$ cat src/rtl/clk_div_ctrl.sv
// Runtime clock-division controller: holds the active divisor, counts periods and
// emits a divided output plus a last-cycle tick. Divisor updates land only on period boundaries.
module clk_div_ctrl #(
  parameter int CNT_W       = 8,
  parameter int DEFAULT_DIV = 4
) (
  input  logic             i_Clock,
  input  logic             i_Reset,
  input  logic             i_Enable,
  input  logic             i_Cfg_Valid,
  input  logic [CNT_W-1:0] i_Cfg_Div,
  output logic             o_Cfg_Ready,
  output logic             o_Cfg_Err,
  output logic             o_Tick,
  output logic             o_Div_Out,
  output logic [CNT_W-1:0] o_Cur_Div,
  output logic             o_Busy
);

  typedef enum logic [1:0] {
    IDLE  = 2'd0,
    RUN   = 2'd1,
    DRAIN = 2'd2
  } state_t;

  localparam logic [CNT_W-1:0] DEFAULT_DIV_V = CNT_W'(DEFAULT_DIV);
  localparam logic [CNT_W-1:0] ONE_V         = CNT_W'(1);

  state_t           state_reg, state_next;
  logic [CNT_W-1:0] count_reg, count_next;
  logic [CNT_W-1:0] cur_div_reg, cur_div_next;
  logic [CNT_W-1:0] pend_div_reg, pend_div_next;
  logic             pending_reg, pending_next;
  logic             cfg_err_reg, cfg_err_next;

  logic             active;
  logic             wrap;
  logic             xfer;
  logic             div_zero;
  logic             accept;
  logic [CNT_W-1:0] last_count;

  // cur_div is never 0, so cur_div-1 cannot underflow and 2^CNT_W-1 stays in range
  assign active     = (state_reg != IDLE);
  assign last_count = cur_div_reg - ONE_V;
  assign wrap       = active && (count_reg == last_count);
  assign xfer       = i_Cfg_Valid && !pending_reg;
  assign div_zero   = (i_Cfg_Div == '0);
  assign accept     = xfer && !div_zero;

  // State register
  always_ff @(posedge i_Clock or negedge i_Reset) begin
    if (!i_Reset) begin
      state_reg <= IDLE;
    end else begin
      state_reg <= state_next;
    end
  end

  // Next-state logic; a period in progress always runs to its wrap before stopping
  always_comb begin
    state_next = state_reg;
    case (state_reg)
      IDLE: begin
        if (i_Enable) state_next = RUN;
      end
      RUN: begin
        if (!i_Enable) state_next = wrap ? IDLE : DRAIN;
      end
      DRAIN: begin
        if (wrap)          state_next = i_Enable ? RUN : IDLE;
        else if (i_Enable) state_next = RUN;
      end
      default: state_next = IDLE;
    endcase
  end

  // Output logic, driven from registered state only
  always_comb begin
    o_Busy      = active;
    o_Tick      = wrap;
    o_Div_Out   = active && (count_reg >= (cur_div_reg >> 1));
    o_Cur_Div   = cur_div_reg;
    o_Cfg_Ready = !pending_reg;
    o_Cfg_Err   = cfg_err_reg;
  end

  // Counter and divisor bookkeeping
  always_comb begin
    count_next    = (active && !wrap) ? (count_reg + ONE_V) : '0;
    cur_div_next  = cur_div_reg;
    pend_div_next = pend_div_reg;
    pending_next  = pending_reg;
    cfg_err_next  = xfer && div_zero;

    if (!active) begin
      if (accept) cur_div_next = i_Cfg_Div;
    end else if (wrap) begin
      if (pending_reg) begin
        cur_div_next = pend_div_reg;
        pending_next = 1'b0;
      end
      // An offer landing on a wrap waits a full period, unless the block is stopping now
      if (accept) begin
        if (state_next == IDLE) begin
          cur_div_next = i_Cfg_Div;
        end else begin
          pend_div_next = i_Cfg_Div;
          pending_next  = 1'b1;
        end
      end
    end else if (accept) begin
      pend_div_next = i_Cfg_Div;
      pending_next  = 1'b1;
    end
  end

  always_ff @(posedge i_Clock or negedge i_Reset) begin
    if (!i_Reset) begin
      count_reg    <= '0;
      cur_div_reg  <= DEFAULT_DIV_V;
      pend_div_reg <= '0;
      pending_reg  <= 1'b0;
      cfg_err_reg  <= 1'b0;
    end else begin
      count_reg    <= count_next;
      cur_div_reg  <= cur_div_next;
      pend_div_reg <= pend_div_next;
      pending_reg  <= pending_next;
      cfg_err_reg  <= cfg_err_next;
    end
  end

endmodule
$ cat config.mk
export PLATFORM = sky130hd
export DESIGN_NAME = clk_div_ctrl
export DESIGN_NICKNAME = d
export VERILOG_FILES = /design/src/rtl/clk_div_ctrl.sv
export SDC_FILE = /design/constraint.sdc
export NUM_CORES = 1
export LEC_CHECK = 0
export BUFFER_PORTS_ARGS = -buffer_cell sky130_fd_sc_hd__buf_2
export CAP_MARGIN = 20
export CORE_UTILIZATION = 51
export CTS_CLUSTER_SIZE = 16
export DETAILED_ROUTE_END_ITERATION = 10
export GPL_ROUTABILITY_DRIVEN = 0
export PLACE_DENSITY = 0.75
export SETUP_SLACK_MARGIN = 0.4
export SLEW_MARGIN = 40
export SYNTH_ARGS = -nofsm -noshare
export SYNTH_HDL_FRONTEND = slang
export SYNTH_SLANG_ARGS = --single-unit
$ cat constraint.sdc
create_clock -name i_Clock -period 2.5 [get_ports i_Clock]
set_input_delay 0.125 -clock i_Clock [delete_from_list [all_inputs] [get_ports i_Clock]]
set_output_delay 0.125 -clock i_Clock [all_outputs]
set_load 0.03 [all_outputs]
* Word-level counts from Yosys, hierarchy flattened
Index checks and enable logic that the tools add are counted.
Operators by class: add/subtract/negate cells 2, order comparisons 1, equal/unequal tests 5, muxes and demuxes 20, reductions and logical operators 18
Operators with widths (number):
- $mux W8 | 10
- $add A8 B1 Y8 const B | 1
- $eq A8 B8 Y1 | 1
- $ge A8 B7 Y1 | 1
- $logic_not A8 Y1 | 1
- $mux W2 | 4
- $sub A8 B1 Y8 const B | 1
- $logic_and A1 B1 Y1 | 6
- $pmux W2 S3 | 1
- $reduce_bool A2 Y1 | 3
- $mux W1 | 5
- $logic_not A2 Y1 | 2
- $reduce_and A2 Y1 | 2
- $logic_not A1 Y1 | 3
- $reduce_and A3 Y1 | 1
- $eq A2 B1 Y1 const B | 1
- $eq A2 B2 Y1 const B | 1
- $ne A2 B1 Y1 const B | 1
- $ne A2 B2 Y1 const B | 1
Storage, ports and cells: register bits 28, input bits 12, output and inout bits 13, word-level logic and storage cells 52

* Longest topological paths before layout
word-level depth 11, gate-level depth with buffers 10

* Worst setup path after synthesis
No wires, ideal clock.
path type reg-to-reg, from reg cur_div_reg[0] (netlist: o_Cur_Div[0]), to reg cur_div_reg[2] (netlist: o_Cur_Div[2]), data arrival time 2785 ps, setup slack -363 ps, cell stages (with the launch flop) 10, path buffers 1, period minus slack after synthesis 2863 ps, cells stage by stage dfrtp_1 inv_1 ha_1 xnor2_1 nor3_1 o2111ai_1 nor3_1 nor2b_1 buf_1 o22ai_1
On the way: longest elaborated chain between the ends 11, elaborated cells on any way between the ends 14
RTL lines:
- start, declared | RTL line 31 | logic [CNT_W-1:0] cur_div_reg, cur_div_next;
- start signal, assigned | RTL line 127 | cur_div_reg <= cur_div_next;
- $sub A8 B1 Y8 (*) | RTL line 45 | assign last_count = cur_div_reg - ONE_V;
- $eq A8 B8 Y1 (*) | RTL line 46 | assign wrap = active && (count_reg == last_count);
- $logic_and A1 B1 Y1 (*) | RTL line 46
- net o_Tick | RTL line 14 | output logic o_Tick,
- $mux W2 (2 in series) | RTL line 68 | if (!i_Enable) state_next = wrap ? IDLE : DRAIN;
- $pmux W2 S3 | RTL line 63 | case (state_reg)
- $logic_not A2 Y1 | RTL line 105 | if (state_next == IDLE) begin
- $mux W8 | RTL line 105
- $mux W8 | RTL line 104 | if (accept) begin
- $mux W8 | RTL line 98 | end else if (wrap) begin
- $mux W8 | RTL line 96 | if (!active) begin
The timed path passes the listed nets; every way through them passes the cells marked *. The select of a mux whose other input is x is not followed. A chain may end at the register's enable or synchronous reset.

* Worst setup path after layout
from reg cur_div_reg[1] (netlist: o_Cur_Div[1]), to reg pend_div_reg[5]
On the way: longest elaborated chain between the ends 9, elaborated cells on any way between the ends 11
RTL lines:
- $sub A8 B1 Y8 (*) | RTL line 45
- $eq A8 B8 Y1 (*) | RTL line 46
- $logic_and A1 B1 Y1 (*) | RTL line 46
- $mux W2 (2 in series) | RTL line 68
- $pmux W2 S3 | RTL line 63
- $logic_not A2 Y1 | RTL line 105
- $ne A2 B2 Y1 (no line)
- $reduce_and A3 Y1 (no line)
- end signal, assigned | RTL line 128 | pend_div_reg <= pend_div_next;
- end, declared | RTL line 32 | logic [CNT_W-1:0] pend_div_reg, pend_div_next;
Mark *: on every way between the ends. The rest lies on a longest branch, timed or not.

==> summary.txt <==
Setup path
  – Crit path capture type: flip-flop
  – CP required: 2.73 ns
  – Worst Path Max Fanout: 9
  – Worst setup path category: flip-flop to flip-flop
  – CP arrival: 2.59 ns
  – CP Launch Type: flip-flop

Place
  – Place WS: 0.00721 ns
  – Area post-placement: 2030 um^2
  – IO Port Bufs: 24
  – Dpl hpwl: 2970 um

Finish
  – Core Util, Final: 0.738
  – Final #Nets: 254
  – Layout cells sized above 1: 0.384
  – Finished Cell Area: 2310 um^2
  – N_diodes: 0
  – Area grow syn2layout: 33.0%

Die
  – Core Area: 3130 um^2
  – Die area: 3640 um^2
  – Die width: 60.3 um
  – IO Count: 25
  – Number of core rows: 20
  – Initial cell density of the core: 0.554
  – Die Ht: 60.3 um

CTS
  – # H-tree levels: 1
  – Clock transition at the registers of the reported paths: 0.16 ns
  – CTS tree: done
  – Clk sinks: 28
  – Cts bufs inserted: 3
  – Worst skew pair latency: 0.34 ns
  – Clk buf depth: 2
  – CTS root buf: clkbuf_4

Power and ir drop
  – Sw frac: 0.447
  – Leak: 1.05 nW
  – P_sw: 1.26 mW
  – Clock power frac: 0.081
  – Worst IR drop on VDD: 0.529 mV
  – Power share of the combinational group: 0.637
  – Pint: 1.56 mW
  – Part of the power in registers: 0.282
  – Pwr Density: 1220 nW/um^2

Detailed routing
  – DR pass1 iterations: 4
  – Via/cell ratio: 5.92
  – Detailed-route wire length: 4840 um
  – Vias: 1633
  – DR WL/cell: 17.5 um
  – Residual DRC count: 0
  – 1st-iter DRT viols: 176
  – Antenna-violating nets left: 0

Global route
  – Global-route wire length before repair: 7120 um
  – Initial antenna violation count: 0
  – Remaining global-route overflow: 0
  – Vias in the first global route: 1588
  – Tot GR Track Use: 0.264
  – Largest net degree at the start of global routing: 29

Timing
  – Period utilization: 0.944
  – Shortest period the worst path allows: 2.36 ns
  – Slew @ Worst Pin: 0.654 ns
  – Slew margin rel.: 0.561
  – Setup TNS: 0 ns
  – F_max: 0.424 GHz
  – Final Setup Violations: 0
  – Pins Over Slew Limit: 0
  – RSZ-0062 raised after global routing: true
  – Endpoints failing hold: 0
  – Setup ws final: 0.139 ns
  – Worst Skew: 0.0137 ns

Min path
  – Worst min-delay path category: input port to flip-flop

Synth
  – Ys flop type: dfrtp_1
  – Synthesis-stage register bit count: 28
  – Post-synth cell types: 38
  – Mean Syn Cell Area: 9.69 um^2
  – Seq/Total Area, Yosys: 0.405
  – Warnings, synthesis: 0
  – Mapped Nets: 200
  – Post-synth ARST share: 1.00
  – Cells after synthesis: 179
  – Synthesized area: 1730 um^2
  – Number of enable flip-flop cells after synthesis: 0

Run
  – Max-cap violations: 0

Outcome
  – Status: complete, no violations
-- cell usage after synthesis, drive strengths merged (5+ instances only) --
| cell | number | area, um^2 |
|---|---|---|
| dfrtp | 27 | 676 |
| a21oi | 14 | 70.1 |
| inv | 13 | 48.8 |
| nand2 | 13 | 48.8 |
| nor2 | 13 | 51.3 |
| xnor2 | 10 | 87.6 |
| ha | 9 | 113 |
| a22o | 8 | 70.1 |
| mux2 | 8 | 90.1 |
| o22ai | 8 | 50.1 |
| nand3 | 7 | 35.0 |
| xor2 | 7 | 61.3 |
| nor3 | 5 | 25.0 |
| nor4 | 5 | 43.8 |
-- what timing repair did --
action | in CTS | in global routing
pin swaps | 3 | 8
hold buffers | 2 | 0
endpoints found under the hold margin | 28 | 0
buffers inserted | 8 | 8
setup endpoints to repair | 27 | 27
resized for setup | 7 | 11
-- metal layers --
layer	track usage	vias up	part of all wire
met5	0	-	0
li1	-	750	-
met4	0.0897	0	0.029
met3	0.0281	12	0.050
met1	0.361	807	0.42
met2	0.435	64	0.50
-- critical path, stage by stage (launching register included) --
cell and delay, ns:
dfrtp_2 0.50, inv_2 0.10, ha_4 0.17, o21bai_4 0.12
a211oi_2 0.08, a211oi_2 0.29, a2bb2oi_4 0.19, nor2_4 0.05
a211oi_4 0.24, buf_12 0.16, mux2_2 0.33
-- final cells by class --
type / count / area (um^2)
Clock buffer: 4 / 36.3
Fill cell: 214 / 821
Inverter: 13 / 51.3
Multi-Input combinational cell: 135 / 1100
Sequential cell: 28 / 707
Tap cell: 44 / 55.1
Timing Repair Buffer: 52 / 357
-- layout by cell type (no fill, tap or decap), types with 2 or more instances in the layout --
cell type / n
nand2b_1: 2
buf_4: 26
nor4_1: 2
a21oi_1: 11
ha_1: 6
dlygate4sd3_1: 2
xnor2_1: 10
nand4_1: 2
clkbuf_4: 3
dfrtp_2: 4
nor3_1: 3
and3_1: 3
mux2_2: 6
xor2_1: 6
o21ai_1: 3
o22ai_1: 8
nor2_1: 11
o31ai_1: 2
a211oi_2: 2
a21o_1: 3
nor4_2: 2
a22o_1: 8
inv_1: 11
nand3_1: 7
nand2_1: 13
a21oi_2: 3
nor2b_1: 2
buf_2: 22
dfrtp_1: 23
ha_4: 3
-- power groups by stage --
stage	registers (mW)	clock network, mW	logic, mW
floorplan	0.886	0	0.926
global placement	0.805	0	1.32
detailed placement	0.818	0	1.37
CTS	0.792	0.225	1.49
global route	0.815	0.246	1.93
finish	0.795	0.228	1.79
-- cell families after synthesis --
family	synth area share
compound gates	0.191
simple gates	0.167
flops	0.405
mux	0.0520
xor+xnor	0.0859
fa+ha+maj	0.0649
buf+inv	0.0346
-- stage by stage --
stage / power [mW] / cells / hold slack [ns]
2_1_floorplan: 1.81 / 179 / -0.171
3_3_place_gp: 2.13 / 254 / 0.168
3_5_place_dp: 2.19 / 254 / 0.175
4_1_cts: 2.51 / 268 / 0.0603
5_1_grt: 2.99 / 276 / 0.0529
6_report: 2.82 / 276 / 0.0653
-- final timing paths --
check,slack [ns],cells past startpoint,to,startpoint
max,0.14,10,pend_div_reg[5],o_Cur_Div[1]
min,0.07,2,o_Cfg_Err,i_Cfg_Valid
max reg2reg,0.14,10,pend_div_reg[5],o_Cur_Div[1]
min reg2reg,0.52,1,pend_div_reg[2],pend_div_reg[2]
max in group asynchronous,1.70,2,o_Cur_Div[3],i_Reset
min in group asynchronous,0.33,2,count_reg[6],i_Reset
No activity file was read; power rests on OpenSTA's default activity.
